--- src/rtl/seq_restoring_div_nbit.sv ---
// Multi-cycle unsigned restoring divider, one quotient bit per clock, built on an
// n-bit ripple-borrow subtractor. Optional macro: DIV_ZERO_CHECK_EN (zero-divisor fast path).

module sub_ripple_borrow_nbit #(
    parameter int NUM_BIT = 8
) (
    input  logic [NUM_BIT-1:0] a,
    input  logic [NUM_BIT-1:0] b,
    input  logic               bin,
    output logic [NUM_BIT-1:0] diff,
    output logic               bout
);
    logic [NUM_BIT:0] borrow;

    assign borrow[0] = bin;

    generate
        for (genvar gi = 0; gi < NUM_BIT; gi++) begin : g_bit
            assign diff[gi]       = a[gi] ^ b[gi] ^ borrow[gi];
            assign borrow[gi + 1] = (~a[gi] & b[gi]) | (~(a[gi] ^ b[gi]) & borrow[gi]);
        end
    endgenerate

    assign bout = borrow[NUM_BIT];
endmodule

module seq_restoring_div_nbit #(
    parameter int NUM_BIT = 8
) (
    input  logic               clk,
    input  logic               rst,
    input  logic               start,
    input  logic [NUM_BIT-1:0] dividend,
    input  logic [NUM_BIT-1:0] divisor,
    output logic               busy,
    output logic               done,
    output logic [NUM_BIT-1:0] quotient,
    output logic [NUM_BIT-1:0] remainder,
    output logic               div_by_zero
);
    localparam int CW = (NUM_BIT > 1) ? $clog2(NUM_BIT) : 1;
    localparam logic [CW-1:0] LAST_CNT = CW'(NUM_BIT - 1);

    typedef enum logic [1:0] {
        S_IDLE,
        S_RUN,
        S_DONE
    } state_t;

    state_t             state_q, state_d;
    logic               busy_q, busy_d;
    logic               done_q, done_d;
    logic               dbz_q, dbz_d;
    logic [CW-1:0]      cnt_q, cnt_d;
    logic [NUM_BIT-1:0] pr_q, pr_d;
    logic [NUM_BIT-1:0] dvs_q, dvs_d;
    logic [NUM_BIT-1:0] dvd_q, dvd_d;
    logic [NUM_BIT-1:0] quotient_q, quotient_d;
    logic [NUM_BIT-1:0] remainder_q, remainder_d;

    // dvd_q doubles as the quotient accumulator: dividend bits leave at the top
    // while quotient bits enter at the bottom.
    logic [NUM_BIT:0]   shifted;
    logic [NUM_BIT:0]   trial_diff;
    logic               trial_bout;
    logic               accept;
    logic [NUM_BIT-1:0] pr_next;

    assign shifted = {pr_q, dvd_q[NUM_BIT-1]};

    sub_ripple_borrow_nbit #(
        .NUM_BIT(NUM_BIT + 1)
    ) u_sub (
        .a   (shifted),
        .b   ({1'b0, dvs_q}),
        .bin (1'b0),
        .diff(trial_diff),
        .bout(trial_bout)
    );

    // The difference MSB is always zero when no borrow occurs.
    assign accept  = ~trial_bout & ~trial_diff[NUM_BIT];
    assign pr_next = accept ? trial_diff[NUM_BIT-1:0] : shifted[NUM_BIT-1:0];

    always_comb begin
        state_d     = state_q;
        busy_d      = busy_q;
        done_d      = 1'b0;
        dbz_d       = dbz_q;
        cnt_d       = cnt_q;
        pr_d        = pr_q;
        dvs_d       = dvs_q;
        dvd_d       = dvd_q;
        quotient_d  = quotient_q;
        remainder_d = remainder_q;

        case (state_q)
            S_IDLE: begin
                if (start) begin
`ifdef DIV_ZERO_CHECK_EN
                    if (divisor == '0) begin
                        state_d     = S_DONE;
                        done_d      = 1'b1;
                        quotient_d  = '1;
                        remainder_d = dividend;
                        dbz_d       = 1'b1;
                    end else begin
                        state_d = S_RUN;
                        busy_d  = 1'b1;
                        dvd_d   = dividend;
                        dvs_d   = divisor;
                        pr_d    = '0;
                        cnt_d   = '0;
                    end
`else
                    state_d = S_RUN;
                    busy_d  = 1'b1;
                    dvd_d   = dividend;
                    dvs_d   = divisor;
                    pr_d    = '0;
                    cnt_d   = '0;
`endif
                end
            end
            S_RUN: begin
                pr_d  = pr_next;
                dvd_d = {dvd_q[NUM_BIT-2:0], accept};
                cnt_d = cnt_q + CW'(1);
                if (cnt_q == LAST_CNT) begin
                    state_d     = S_DONE;
                    busy_d      = 1'b0;
                    done_d      = 1'b1;
                    cnt_d       = '0;
                    quotient_d  = {dvd_q[NUM_BIT-2:0], accept};
                    remainder_d = pr_next;
                    dbz_d       = 1'b0;
                end
            end
            S_DONE: begin
                state_d = S_IDLE;
            end
            default: begin
                state_d = S_IDLE;
                busy_d  = 1'b0;
            end
        endcase
    end

    always_ff @(posedge clk) begin
        if (rst) begin
            state_q     <= S_IDLE;
            busy_q      <= 1'b0;
            done_q      <= 1'b0;
            dbz_q       <= 1'b0;
            cnt_q       <= '0;
            pr_q        <= '0;
            dvs_q       <= '0;
            dvd_q       <= '0;
            quotient_q  <= '0;
            remainder_q <= '0;
        end else begin
            state_q     <= state_d;
            busy_q      <= busy_d;
            done_q      <= done_d;
            dbz_q       <= dbz_d;
            cnt_q       <= cnt_d;
            pr_q        <= pr_d;
            dvs_q       <= dvs_d;
            dvd_q       <= dvd_d;
            quotient_q  <= quotient_d;
            remainder_q <= remainder_d;
        end
    end

    assign busy        = busy_q;
    assign done        = done_q;
    assign quotient    = quotient_q;
    assign remainder   = remainder_q;
    assign div_by_zero = dbz_q;
endmodule

--- config.mk ---
export PLATFORM = sky130hd
export DESIGN_NAME = seq_restoring_div_nbit
export DESIGN_NICKNAME = d
export VERILOG_FILES = /design/src/rtl/seq_restoring_div_nbit.sv
export SDC_FILE = /design/constraint.sdc
export NUM_CORES = 1
export LEC_CHECK = 0
export ABC_CLOCK_PERIOD_IN_PS = 3700
export CAP_MARGIN = 30
export CORE_MARGIN = 2
export CORE_UTILIZATION = 30
export CTS_BUF_LIST = sky130_fd_sc_hd__clkbuf_4 sky130_fd_sc_hd__clkbuf_8
export DETAILED_ROUTE_END_ITERATION = 8
export MAX_ROUTING_LAYER = met4
export SLEW_MARGIN = 10
export SYNTH_ARGS = -nofsm -noshare
export SYNTH_HDL_FRONTEND = slang
export SYNTH_SLANG_ARGS = --single-unit
--- constraint.sdc ---
create_clock -name clk -period 3.7 [get_ports clk]
set_input_delay 1.11 -clock clk [delete_from_list [all_inputs] [get_ports clk]]
set_output_delay 1.11 -clock clk [all_outputs]
set_load 0.02 [all_outputs]
== Yosys cells after proc, flatten, opt, wreduce, memory -nomap -nowiden ==
Cells that the tools add are included.
Cells by class
  divide/modulo/power cells: 0
  reductions and logical operators: 8
  $mul: 0
  shift operators: 0
  bitwise logic cells: 60
  order comparisons: 0
  eq/ne operators: 5
  add/subtract/negate cells: 1
  muxes and demuxes: 15
Operators by type and width (number)
  $pmux 8 s2: 2
  $mux 8: 3
  $not 1->1: 20
  $and 1x1->1: 17
  $xor 1x1->1: 16
  $reduce_and 2->1: 4
  $or 1x1->1: 7
  $mux 3: 2
  $pmux 3 s2: 1
  $mux 2: 2
  $ne 2x2->1 const B: 2
  $pmux 2 s2: 1
  $add 3x1->3 const B: 1
  $eq 3x3->1 const B: 1
  $mux 1: 3
  $pmux 1 s3: 1
  $reduce_and 3->1: 1
  $eq 2x1->1 const B: 1
  $eq 2x2->1 const B: 1
  $logic_not 2->1: 1
  $reduce_bool 2->1: 1
  $reduce_or 2->1: 1
Storage, ports and cells
  bits in registers: 47
  word-level logic and storage cells: 98
  bits of input ports: 19
  bits in read-only memories: 0
  latch bits: 0
  bits in writable memories: 0
  memories: 0

== Longest topological paths before layout ==
Gate-level depths: netlist of run 1.
  depth after elaboration: 21
  mapped depth: 14

== Cells and area by module ==
From an unflattened synthesis of run 1, not the netlist that was laid out.
Second synthesis, totals
  cell total of the unflattened synthesis: 227
  area total of the unflattened synthesis: 2187.1 sq um
By module, submodules not included
  seq_restoring_div_nbit: cells an instance 198, area each 1931.9 sq um, sequential area each 940.9 sq um, times used 1
  sub_ripple_borrow_nbit: cells an instance 29, area each 255.2 sq um, sequential area each 0.0 sq um, times used 1

== Worst setup path before layout of run 1 ==
OpenSTA, ideal clock, no wires.
  path type: register to register
  start: register dvd_q[7]
  end: register remainder_q[7] (netlist: remainder[7])
  library setup time: 0.084 ns
  path buffers: 0
  arrival: 3.820 ns
  path slack: -0.204 ns
  period minus slack after synthesis: 3.904 ns
  stages on the path, launching flop included: 15
  cell sequence: dfxtp_1 inv_1 ha_1 inv_1 fa_1 fa_1 fa_1 fa_1 fa_1 fa_1 inv_1 fa_1 xnor2_4 mux2_4 o31ai_2
Between the ends
  word-level cells in the longest chain between the ends: 20
  elaborated cells on any way between the ends: 23
  those cells by class: 1 x mux; 22 x bitwise
RTL lines
  start, declared: line 57  | logic [NUM_BIT-1:0] dvd_q, dvd_d;
  start signal, assigned: line 169  | dvd_q <= dvd_d;
  $not 1->1 *: line 20  | assign borrow[gi + 1] = (~a[gi] & b[gi]) | (~(a[gi] ^ b[gi]) & borrow[gi]);
  $and 1x1->1 * (2 in a row): line 20
  $or 1x1->1 *: line 20
  $and 1x1->1 *: line 20
  $or 1x1->1 *: line 20
  $and 1x1->1 *: line 20
  $or 1x1->1 *: line 20
  $and 1x1->1 *: line 20
  [3 not listed]
  $and 1x1->1 *: line 20
  $or 1x1->1 *: line 20
  $and 1x1->1: line 20
  $or 1x1->1: line 20
  $and 1x1->1 / $xor 1x1->1 (equally long branches): line 20, 19
  $not 1->1: line 82  | assign accept = ~trial_bout & ~trial_diff[NUM_BIT];
  $and 1x1->1: line 82
  $mux 8 *: line 83  | assign pr_next = accept ? trial_diff[NUM_BIT-1:0] : shifted[NUM_BIT-1:0];
  end signal, assigned: line 171  | remainder_q <= remainder_d;
  end, declared: line 59  | logic [NUM_BIT-1:0] remainder_q, remainder_d;
Mark *: on every way between the ends. The rest lies on a longest branch, timed or not.
A chain may end at the register's enable or synchronous reset.

== Final worst setup path of run 1 ==
  start: register dvd_q[7]
  end: register remainder_q[4] (netlist: remainder[4])
Between the ends
  word-level cells in the longest chain between the ends: 20
  elaborated cells on any way between the ends: 23
  those cells by class: 1 x mux; 22 x bitwise
RTL lines (line)
  $not 1->1 *: 20
  $and 1x1->1 * (2 in a row): 20
  $or 1x1->1 *: 20
  $and 1x1->1 *: 20
  $or 1x1->1 *: 20
  $and 1x1->1 *: 20
  $or 1x1->1 *: 20
  $and 1x1->1: 20
  [3 not listed]
  $and 1x1->1: 20
  $or 1x1->1: 20
  $and 1x1->1: 20
  $or 1x1->1: 20
  $and 1x1->1 / $xor 1x1->1 (equally long branches): 20, 19
  $not 1->1: 82
  $and 1x1->1: 82
  $mux 8 *: 83
Marked as above.

==> metrics.md, run 1 <==
| Metric | Value |
|---|---|
| Vias in the first global route | 1,503 |
| Ys Warns | 0 |
| Sequential share of the synthesized area | 45.6% |
| Switching share of total power | 25.9% |
| Failing checks | negative setup slack |
| DRT Pass-1 Iters | 4 |
| Sw power | 0.000309 W |
| RSZ-0062 raised after global routing | true |
| Crit. End Element | register |
| Flops & latches, synth | 47 |
| Fin. max-slew vios | 0 |
| Final Cell Area | 2710 um2 |
| Finish-stage setup viols | 10 |
| Total nets after synthesis | 239 |
| Largest net degree at the start of global routing | 21 |
| Maximum vdd ir drop | 0.153 mV |
| Hold crit path type | register to register |
| CP max stage cell | fa_2 |
| Prevailing post-synth register cell | dfxtp_1 |
| Buf/Inv on CP | 4 |
| Final GP Congestion | 0.708 |
| Register share of total power | 46.5% |
| Dpl hpwl | 3030 um |
| Total gr overflow | 0 |
| Most common cell on crit path | fa_2 |
| Status | finished with violations |
| Ports | 38 |
| Starting DRT DRC Count | 75 |
| Final period utilization | 102% |
| CP startpoint kind | register |
| DP Worst Slack | -0.145 ns |
| Clock group share of total power | 31.2% |
| Initial antenna violation count | 0 |
| Worst reg2reg path startpoint | dvd_q[7]$_SDFFE_PP0P_ |
| Cts bufs inserted | 5 |
| Final worst setup slack | -0.0900 ns |
| Maximum clock path buffer count | 2 |
| Via count | 1,550 |
| # nets final | 276 |
| Fraction of layout cells with a size suffix above 1 | 16.6% |
| Final wirelength | 4430 um |
| Clock root buffer master | clkbuf_8 |
| Max incr delay on CP | 0.37 ns |
| Max-slew headroom | 47.2% |
| Slew @ Worst Pin | 0.792 ns |
| Leakage Power | 0.969 nW |
| Crit path cell chain | inv_2 -> ha_4 -> inv_2 -> fa_2 -> fa_2 -> fa_2 -> fa_2 -> fa_2 -> fa_2 -> inv_2 -> fa_2 -> buf_12 -> xnor2_4 -> mux2i_1 -> a211oi_1 |
| H-Tree Depth | 2 |
| Crit-path max FO | 5 |
| Internal power | 0.000881 W |
| Max Fclk | 0.264 GHz |
| Wire per inst | 13.5 um |
| # DRC | 0 |
| Post-Route Skew | 0.0150 ns |
| Synth Instances | 210 |
| Max Cap Viol | 0 |
| Req. time, crit path | 3.85 ns |
| Mapped Area | 2060 um2 |
| Die ar. | 7560 um2 |
| Final core utilization | 40.3% |
| Number of flops mapped to enable cells by yosys | 0 |
| Gate power share | 22.3% |
| Unique masters post-synth | 35 |
| CP delay by family, top | adder cells |
| # port buffers | 36 |
| Skew-Pair Late Insertion Delay | 0.30 ns |
| Via density | 4.74 |
| Min-Delay Startpoint | quotient[6]$_SDFFE_PP0P_ |
| Fin. Hold Viols | 0 |
| Global-route wire length before repair | 7440 um |
| CTS tree | built |
| Core area | 6720 um2 |
| Diode count | 0 |
| WP data arrival | 3.94 ns |
| Initial Utilization | 30.7% |
| ANT nets after route | 0 |
| Die X | 86.9 um |
| Clock-pin slew on the worst setup and hold paths | 0.08 ns |
| Die height | 86.9 um |
| Mean Syn Cell Area | 9.82 um2 |
| Layout area overhead | 31.4% |
| FFs w/ async S/R, synth | 0% |
| All-Layer GR Usage | 13.2% |
| Site Rows | 30 |
| Cell area after placement | 2510 um2 |
| Worst Setup SP | dvd_q[7]$_SDFFE_PP0P_ |
| Critical path start-end classification | register to register |
| Num Clock Sinks | 47 |
| Power density over the cells | 439 nW/um2 |
| Clock period minus worst slack | 3.79 ns |
| WHS | 0.454 ns |
-- cells in the final DEF (no fill, tap or decap), types with 4 or more instances in the layout --
cell / synthesis / routed
a211oi_1: 12 / 11
a21oi_1: 9 / 9
buf_4: 1 / 7
clkbuf_8: 0 / 5
clkdlybuf4s50_1: 0 / 36
dfxtp_1: 47 / 45
fa_2: 0 / 7
inv_1: 11 / 8
mux2i_1: 14 / 12
nand2_1: 17 / 17
nor2_1: 31 / 31
o22ai_1: 4 / 4
o2bb2ai_1: 11 / 10
-- final cells by class --
| class | count | area [um2] |
|---|---|---|
| Multi-Input combinational cell | 137 | 1080 |
| Clock buffer | 6 | 76.3 |
| Fill cell | 666 | 4010 |
| Timing Repair Buffer | 44 | 433 |
| Inverter | 12 | 45.0 |
| Sequential cell | 47 | 943 |
| Clock inverter | 1 | 30.0 |
| Tap cell | 80 | 100 |
-- worst paths after layout --
kind                                                  end  slack, ns  cells past startpoint
worst max register to register  remainder[4]$_SDFFE_PP0P_      -0.09                     15
worst max-delay path            remainder[4]$_SDFFE_PP0P_      -0.09                     15
worst min register to register   quotient[6]$_SDFFE_PP0P_       0.45                      2
worst min-delay path             quotient[6]$_SDFFE_PP0P_       0.45                      2
-- synthesized netlist by cell type (3+ instances only) --
cell type / n / area, um2
dfxtp_1: 47 / 941
nor2_1: 31 / 116
nand2_1: 17 / 63.8
mux2i_1: 14 / 140
a211oi_1: 12 / 90.1
inv_1: 11 / 41.3
o2bb2ai_1: 11 / 96.3
a21oi_1: 9 / 45.0
buf_2: 8 / 40.0
fa_1: 7 / 140
clkbuf_1: 4 / 15.0
o22ai_1: 4 / 25.0
a22oi_1: 3 / 22.5
ha_1: 3 / 37.5
nand3b_1: 3 / 22.5
nor2b_1: 3 / 18.8
-- power groups by stage --
stage / registers, W / clock network [W] / logic [W]
6_report: 0.000553 / 0.000372 / 0.000265
5_1_grt: 0.000557 / 0.000402 / 0.000292
4_1_cts: 0.000552 / 0.000381 / 0.000257
3_5_place_dp: 0.000562 / 0 / 0.000225
3_3_place_gp: 0.000562 / 0 / 0.000221
2_1_floorplan: 0.000557 / 0 / 0.000166
-- worst min-delay path, delay by kind of cell, from the launching register on --
family / cells / cell delay, ns
flip-flops: 1 / 0.31
AO/OA/AOI/OAI: 1 / 0.05
AND/OR/NAND/NOR: 1 / 0.05
-- logic make-up after synthesis --
group / share of synthesized area [%]
xor gates and xnor gates: 1.33
DFF: 45.6
muxes: 8.25
AOI/OAI and AO/OA: 17.4
and+or+nand+nor: 13.0
buffers and inverters: 5.64
other: 0.182
adders and majority gates: 8.61
-- per-stage QoR --
step             TNS, ns  std cells  power, W
2_1_floorplan  -0.000437        210  0.000723
3_3_place_gp      -0.242        317  0.000782
3_5_place_dp      -0.959        317  0.000787
4_1_cts           -0.818        327   0.00119
5_1_grt            -2.39        327   0.00125
6_report          -0.584        327   0.00119
-- flip-flops by register name (all words and copies together) (netlist names) --
signal / cells
pr_q: 8
dvd_q: 8
done: 1
cnt_q: 3
dvs_q: 8
state_q: 2
remainder: 8
quotient: 8
busy: 1
-- per-layer routing --
layer / GRT usage [%] / routed length (um)
met1: 18.2 / 2350
met2: 18.5 / 1820
met3: 2.94 / 180
met4: 5.54 / 72
met5: - / 0
-- repair_timing --
action                                  4_1_cts  5_1_grt
setup buffers                                 2        0
hold buffers                                  0        0
gates resized for setup                       2        9
pin swaps                                     9        3
cloned                                        1        0
endpoints found under the setup margin       16       18
No activity file was read; power rests on OpenSTA's default activity.
==> inputs of run 2 (changes only) <==
--- a/config.mk
+++ b/config.mk
@@ -7,7 +7,7 @@
 export LEC_CHECK = 0
 export ABC_CLOCK_PERIOD_IN_PS = 3700
 export CAP_MARGIN = 30
-export CORE_MARGIN = 2
+export CORE_MARGIN = 3
 export CORE_UTILIZATION = 30
 export CTS_BUF_LIST = sky130_fd_sc_hd__clkbuf_4 sky130_fd_sc_hd__clkbuf_8
 export DETAILED_ROUTE_END_ITERATION = 8
==> metrics.md, run 2 (same netlist as run 1, synthesis figures left out) <==
| Metric | Value |
|---|---|
| Num Clock Sinks | 47 (unchanged) |
| Final wirelength | 4660 um (+5.1%) |
| Multi-input logic area | 1180 um2 (+9.0%) |
| Crit-path max FO | 5 (unchanged) |
| PnR Total Power | 0.00126 W (+5.6%) |
| Starting DRT DRC Count | 65 (-13%) |
| Critical path start-end classification | register to register |
| DP Worst Slack | -0.164 ns (-0.0197 ns) |
| WP data arrival | 4.10 ns (+0.16 ns) |
| Die ar. | 7910 um2 (+4.7%) |
| Dpl hpwl | 3070 um (+1.2%) |
| CP max stage cell | fa_2 |
| Status | finished with violations |
| Failing checks | negative setup slack |
| Crit. End Element | register |
| Skew-Pair Late Insertion Delay | 0.30 ns (about the same) |
| Maximum vdd ir drop | 0.159 mV (+3.6%) |
| Final core utilization | 43.7% (+3.3 points) |
| Fraction of layout cells with a size suffix above 1 | 21.5% (+4.9 points) |
| Max Cap Viol | 0 (unchanged) |
| # DRC | 0 (unchanged) |
| Total gr overflow | 0 (unchanged) |
| Finish-stage setup viols | 18 (+8) |
| ANT nets after route | 0 (unchanged) |
| Die X | 88.9 um (+2.3%) |
| Clock period minus worst slack | 3.90 ns (+0.106 ns) |
| FF/Latch Area | 943 um2 (unchanged) |
| All-Layer GR Usage | 12.2% (-0.96 points) |
| Fin. max-slew vios | 0 (unchanged) |
| CP startpoint kind | register |
| Via density | 4.83 (+1.9%) |
| Number of fillers in the final layout | 612 (-8.1%) |
| Commonest non-fill, non-tap cell in the layout | dfxtp_1 |
| H-Tree Depth | 2 (unchanged) |
| R2R setup slack | -0.20 ns (-0.11 ns) |
| Maximum clock path buffer count | 2 (unchanged) |
| Largest net degree at the start of global routing | 21 (unchanged) |
| Core area | 6490 um2 (-3.3%) |
| # port buffers | 36 (unchanged) |
| Vias in the first global route | 1,476 (-1.8%) |
| Layout area overhead | 37.4% |
| # nets final | 279 (+1.1%) |
| Fin. Hold Viols | 0 (unchanged) |
| Req. time, crit path | 3.91 ns (+0.06 ns) |
| Most frequent cells in the layout | dfxtp_1, clkdlybuf4s50_1, nor2_1 |
| Leakage Power | 1.01 nW (+4.3%) |
| RSZ-0062 raised after global routing | true |
| CTS tree | built |
| Wire per inst | 14.2 um (+4.8%) |
| Diode count | 0 (unchanged) |
| Slew @ Worst Pin | 0.889 ns (+0.0965 ns) |
| Initial Utilization | 31.8% (+1.1 points) |
| Hold crit path type | register to register |
| Post-Route Skew | 0.00840 ns (-0.00659 ns) |
| Clock root buffer master | clkbuf_8 |
| Initial antenna violation count | 0 (unchanged) |
| Max Fclk | 0.257 GHz (-2.7%) |
| Global-route wire length before repair | 7220 um (-3.0%) |
| Max-slew headroom | 40.8% (-6.4 points) |
| Cell area after placement | 2500 um2 (-0.45%) |
| Via count | 1,584 (+2.2%) |
| Die height | 88.9 um (+2.3%) |
| Final GP Congestion | 0.753 (+6.3%) |
| Crit path cell chain | inv_2 -> ha_4 -> inv_2 -> fa_2 -> fa_2 -> fa_2 -> fa_2 -> fa_2 -> fa_2 -> inv_2 -> fa_2 -> xnor2_4 -> mux2_4 -> o31ai_4 |
| Final worst setup slack | -0.196 ns (-0.106 ns) |
| Power density over the cells | 443 nW/um2 (+0.93%) |
| Final Cell Area | 2840 um2 (+4.6%) |
| Clock-pin slew on the worst setup and hold paths | 0.09 ns (about the same) |
| Max incr delay on CP | 0.37 ns (about the same) |
| Ports | 38 (unchanged) |
| Site Rows | 29 (-3.3%) |
| Most common cell on crit path | fa_2 |
| Cts bufs inserted | 5 (unchanged) |
| DRT Pass-1 Iters | 4 (unchanged) |
| Final period utilization | 105% (+2.9 points) |
run 2: cell count changes in the layout (fill, tap and decap cells not counted), moves of 2 or more:
cell       delta
o2bb2ai_2     +3
o2bb2ai_1     -3
buf_6         +3
mux2i_4       +4
clkbuf_8      +2
mux2i_1       -3
run 2: where the power goes:
part           leakage (nW)  switching [W]  internal (W)
Sequential            0.384      0.0000247      0.000530
Combinational         0.572       0.000152      0.000199
Clock                0.0549       0.000172      0.000178
run 2: metrics by stage:
| stage | instances | setup TNS (ns) | hold slack [ns] |
|---|---|---|---|
| 5_1_grt | 328 | -3.83 | 0.472 |
| 4_1_cts | 325 | -0.913 | 0.461 |
| 3_3_place_gp | 313 | -0.213 | 0.442 |
| 2_1_floorplan | 210 | -0.000437 | 0.432 |
| 3_5_place_dp | 313 | -0.980 | 0.448 |
| 6_report | 328 | -2.22 | 0.458 |
run 2: area by class of cell:
class	instances	share of cell area, %
Clock buffer	8	3.66
Timing Repair Buffer	47	16.5
Tap cell	77	3.40
Inverter	12	1.59
Multi-Input combinational cell	137	41.6
Sequential cell	47	33.3
run 2: routing by layer:
layer / vias to the layer above / wire length (um) / GRT usage [%]
met5: - / 0 / -
met3: 6 / 215 / 2.58
met2: 33 / 2060 / 18.2
met4: 0 / 44 / 4.06
li1: 795 / - / -
met1: 750 / 2330 / 16.6
run 2: worst paths after layout:
check	startpoint	endpoint	depth (start not counted)
setup / recovery	dvd_q[7]$_SDFFE_PP0P_	remainder[7]$_SDFFE_PP0P_	14
hold / removal	quotient[6]$_SDFFE_PP0P_	quotient[6]$_SDFFE_PP0P_	2
setup reg to reg	dvd_q[7]$_SDFFE_PP0P_	remainder[7]$_SDFFE_PP0P_	14
hold reg to reg	quotient[6]$_SDFFE_PP0P_	quotient[6]$_SDFFE_PP0P_	2
run 2: worst max-delay path: cells and delay by family (launching register included):
kind	cells	cell delay, ns
AOI/OAI and AO/OA	1	0.22
DFF	1	0.33
muxes	1	0.35
buffers and inverters	3	0.16
adders and majority gates	8	2.56
xor gates and xnor gates	1	0.19
run 2: what timing repair did:
action,CTS,global route
setup buffers,3,3
resized for setup,5,25
hold buffers,0,0
hold endpoints to repair,0,0
pin swaps,4,13
cloned,1,0
setup endpoints to repair,17,18
==> inputs of run 3 (changes only) <==
--- a/config.mk
+++ b/config.mk
@@ -7,12 +7,13 @@
 export LEC_CHECK = 0
 export ABC_CLOCK_PERIOD_IN_PS = 3700
 export CAP_MARGIN = 30
-export CORE_MARGIN = 3
-export CORE_UTILIZATION = 30
+export CORE_MARGIN = 10
+export CORE_UTILIZATION = 48
 export CTS_BUF_LIST = sky130_fd_sc_hd__clkbuf_4 sky130_fd_sc_hd__clkbuf_8
 export DETAILED_ROUTE_END_ITERATION = 8
 export MAX_ROUTING_LAYER = met4
-export SLEW_MARGIN = 10
+export PLACE_DENSITY = 0.77
+export SLEW_MARGIN = 20
 export SYNTH_ARGS = -nofsm -noshare
 export SYNTH_HDL_FRONTEND = slang
 export SYNTH_SLANG_ARGS = --single-unit
==> metrics.md, run 3 (same netlist as run 1, synthesis figures left out) <==
| Metric | Value |
|---|---|
| Status | finished with violations |
| Failing checks | negative setup slack |
| Number of fillers in the final layout | 351 (-43%) |
| All-Layer GR Usage | 13.0% (+0.83 points) |
| Cts bufs inserted | 5 (unchanged) |
| Most frequent cells in the layout | dfxtp_1, clkdlybuf4s50_1, nor2_1 |
| Num Clock Sinks | 47 (unchanged) |
| Final core utilization | 65.5% (+22 points) |
| Maximum clock path buffer count | 2 (unchanged) |
| CP startpoint kind | register |
| Diode count | 0 (unchanged) |
| Fin. Hold Viols | 0 (unchanged) |
| CTS tree | built |
| Ports | 38 (unchanged) |
| # nets final | 274 (-1.8%) |
| Clock-pin slew on the worst setup and hold paths | 0.09 ns (about the same) |
| Final wirelength | 4520 um (-2.8%) |
| Global-route wire length before repair | 7670 um (+6.3%) |
| Via count | 1,576 (-0.51%) |
| Post-Route Skew | 0.00921 ns (+0.000809 ns) |
| Clock period minus worst slack | 3.84 ns (-0.0523 ns) |
| Die height | 85.6 um (-3.8%) |
| Setup TNS Final | -0.822 ns (+1.40 ns) |
| Final GP Congestion | 0.723 (-3.9%) |
| Max Fclk | 0.260 GHz (+1.4%) |
| # port buffers | 36 (unchanged) |
| Fraction of layout cells with a size suffix above 1 | 16.3% (-5.3 points) |
| Crit. End Element | register |
| Req. time, crit path | 3.85 ns (-0.06 ns) |
| ANT nets after route | 0 (unchanged) |
| Site Rows | 23 (-21%) |
| Worst reg2reg path startpoint | dvd_q[7]$_SDFFE_PP0P_ |
| # DRC | 0 (unchanged) |
| Finish-stage setup viols | 14 (-4) |
| Die ar. | 7320 um2 (-7.4%) |
| RSZ-0062 raised after global routing | true |
| Slew @ Worst Pin | 0.784 ns (-0.104 ns) |
| Starting DRT DRC Count | 81 (+25%) |
| Min-Delay Startpoint | quotient[3]$_SDFFE_PP0P_ |
| Total gr overflow | 0 (unchanged) |
| Max incr delay on CP | 0.37 ns (about the same) |
| CP max stage cell | fa_2 |
| Leakage Power | 0.966 nW (-4.4%) |
| H-Tree Depth | 2 (unchanged) |
| Worst r2r path cells | 15 (+1) |
| Wire per inst | 15.3 um (+7.7%) |
| Commonest non-fill, non-tap cell in the layout | dfxtp_1 |
| Hold-fix buffers at CTS | 0 (unchanged) |
| Max-slew headroom | 47.7% (+6.9 points) |
| Final worst setup slack | -0.144 ns (+0.0523 ns) |
| Critical path start-end classification | register to register |
| R2R setup slack | -0.14 ns (+0.05 ns) |
| Clock root buffer master | clkbuf_8 |
| Crit path cell chain | inv_2 -> ha_4 -> inv_2 -> fa_2 -> fa_2 -> fa_2 -> fa_2 -> fa_2 -> fa_2 -> inv_2 -> fa_2 -> buf_12 -> xnor2_4 -> mux2i_1 -> a211oi_1 |
| Dpl hpwl | 3200 um (+4.3%) |
| Cell Count, Final, Fillers Out | 296 (-9.8%) |
| Hold crit path type | register to register |
| Fin. max-slew vios | 0 (unchanged) |
| Layout area overhead | 29.7% |
| Via density | 5.32 (+10%) |
| Most common cell on crit path | fa_2 |
| Die X | 85.6 um (-3.8%) |
| Largest net degree at the start of global routing | 21 (unchanged) |
| WHS Endpoint | quotient[3]$_SDFFE_PP0P_ |
| PnR Total Power | 0.00120 W (-4.6%) |
| Final Cell Area | 2680 um2 (-5.6%) |
| Initial Utilization | 50.5% (+19 points) |
| WP data arrival | 3.99 ns (-0.11 ns) |
| Worst r2r dst | remainder[6]$_SDFFE_PP0P_ |
| Hold path cells | 2 (unchanged) |
| Final period utilization | 104% (-1.4 points) |
| Initial antenna violation count | 0 (unchanged) |
| Vias in the first global route | 1,551 (+5.1%) |
| Maximum vdd ir drop | 0.228 mV (+44%) |
| Max Cap Viol | 0 (unchanged) |
| Placed Cells | 286 (-8.6%) |
| Multi-input logic area | 1090 um2 (-7.6%) |
| Cell area after placement | 2470 um2 (-1.3%) |
| Core area | 4090 um2 (-37%) |
| Skew-Pair Late Insertion Delay | 0.29 ns (about the same) |
| DRT Pass-1 Iters | 4 (unchanged) |
| Power density over the cells | 448 nW/um2 (+1.0%) |
| Crit-path max FO | 5 (unchanged) |
| FF/Latch Area | 943 um2 (unchanged) |
## run 3: cell types whose count changed in the layout (fill, tap and decap cells not counted), moves of 3 or more
cell and delta:
mux2i_4 -4, o2bb2ai_1 +3, buf_6 -3, mux2i_1 +3, o2bb2ai_2 -3
## run 3: repair_timing
| action | 4_1_cts | 5_1_grt |
|---|---|---|
| pin swaps | 3 | 4 |
| buffers inserted | 0 | 1 |
| cloned | 1 | 0 |
| setup endpoints to repair | 17 | 18 |
| gates resized for setup | 1 | 11 |
| hold endpoints to repair | 0 | 0 |
## run 3: worst max path at each step
| stage | startpoint | to | slack [ns] | cells past startpoint |
|---|---|---|---|---|
| finish | dvd_q[7]$_SDFFE_PP0P_ | remainder[6]$_SDFFE_PP0P_ | -0.14 | 15 |
| global route | dvd_q[7]$_SDFFE_PP0P_ | remainder[6]$_SDFFE_PP0P_ | -0.29 | 15 |
| CTS | dvd_q[7]$_SDFFE_PP0P_ | remainder[7]$_SDFFE_PP0P_ | -0.12 | 14 |
| detailed placement | dvd_q[7]$_SDFFE_PP0P_ | remainder[7]$_SDFFE_PP0P_ | -0.13 | 14 |
| global placement | dvd_q[7]$_SDFFE_PP0P_ | remainder[7]$_SDFFE_PP0P_ | -0.07 | 14 |
| floorplan | dvd_q[7]$_SDFFE_PP0P_ | remainder[7]$_SDFFE_PP0P_ | -0.0004 | 14 |
## run 3: worst max-delay path: cells and delay by family (launching register included)
family | cells | cell delay, ns
fa+ha+maj | 8 | 2.51
flops | 1 | 0.32
mux | 1 | 0.32
buf+inv | 4 | 0.29
xor+xnor | 1 | 0.15
compound gates | 1 | 0.11
## run 3: per-layer routing
| metal | routed length, um | up-vias | GRT usage [%] |
|---|---|---|---|
| met1 | 2200 | 739 | 16.8 |
| li1 | - | 789 | - |
| met5 | 0 | - | - |
| met4 | 36 | 0 | 4.49 |
| met2 | 2100 | 43 | 19.3 |
| met3 | 191 | 5 | 3.31 |
## run 3: stage by stage
stage                     hold slack, ns  worst slack, ns
final                              0.456           -0.144
after floorplan                    0.432        -0.000437
after global routing               0.486           -0.289
after detailed placement           0.446           -0.134
after global placement             0.441          -0.0702
after CTS                          0.458           -0.115
## run 3: final cells by class
class                      count  share of cell area (%)
clock buffer                   6                    3.09
clock inverter                 2                    1.31
inverter                      12                    1.68
multi-input combinational    137                    40.7
sequential                    47                    35.3
tap                           50                    2.34
timing repair buffer          42                    15.6
## run 3: power by group
part | switching [W] | total [W] | internal (W)
registers | 0.0000232 | 0.000553 | 0.000530
logic | 0.000120 | 0.000260 | 0.000140
clock network | 0.000167 | 0.000385 | 0.000219
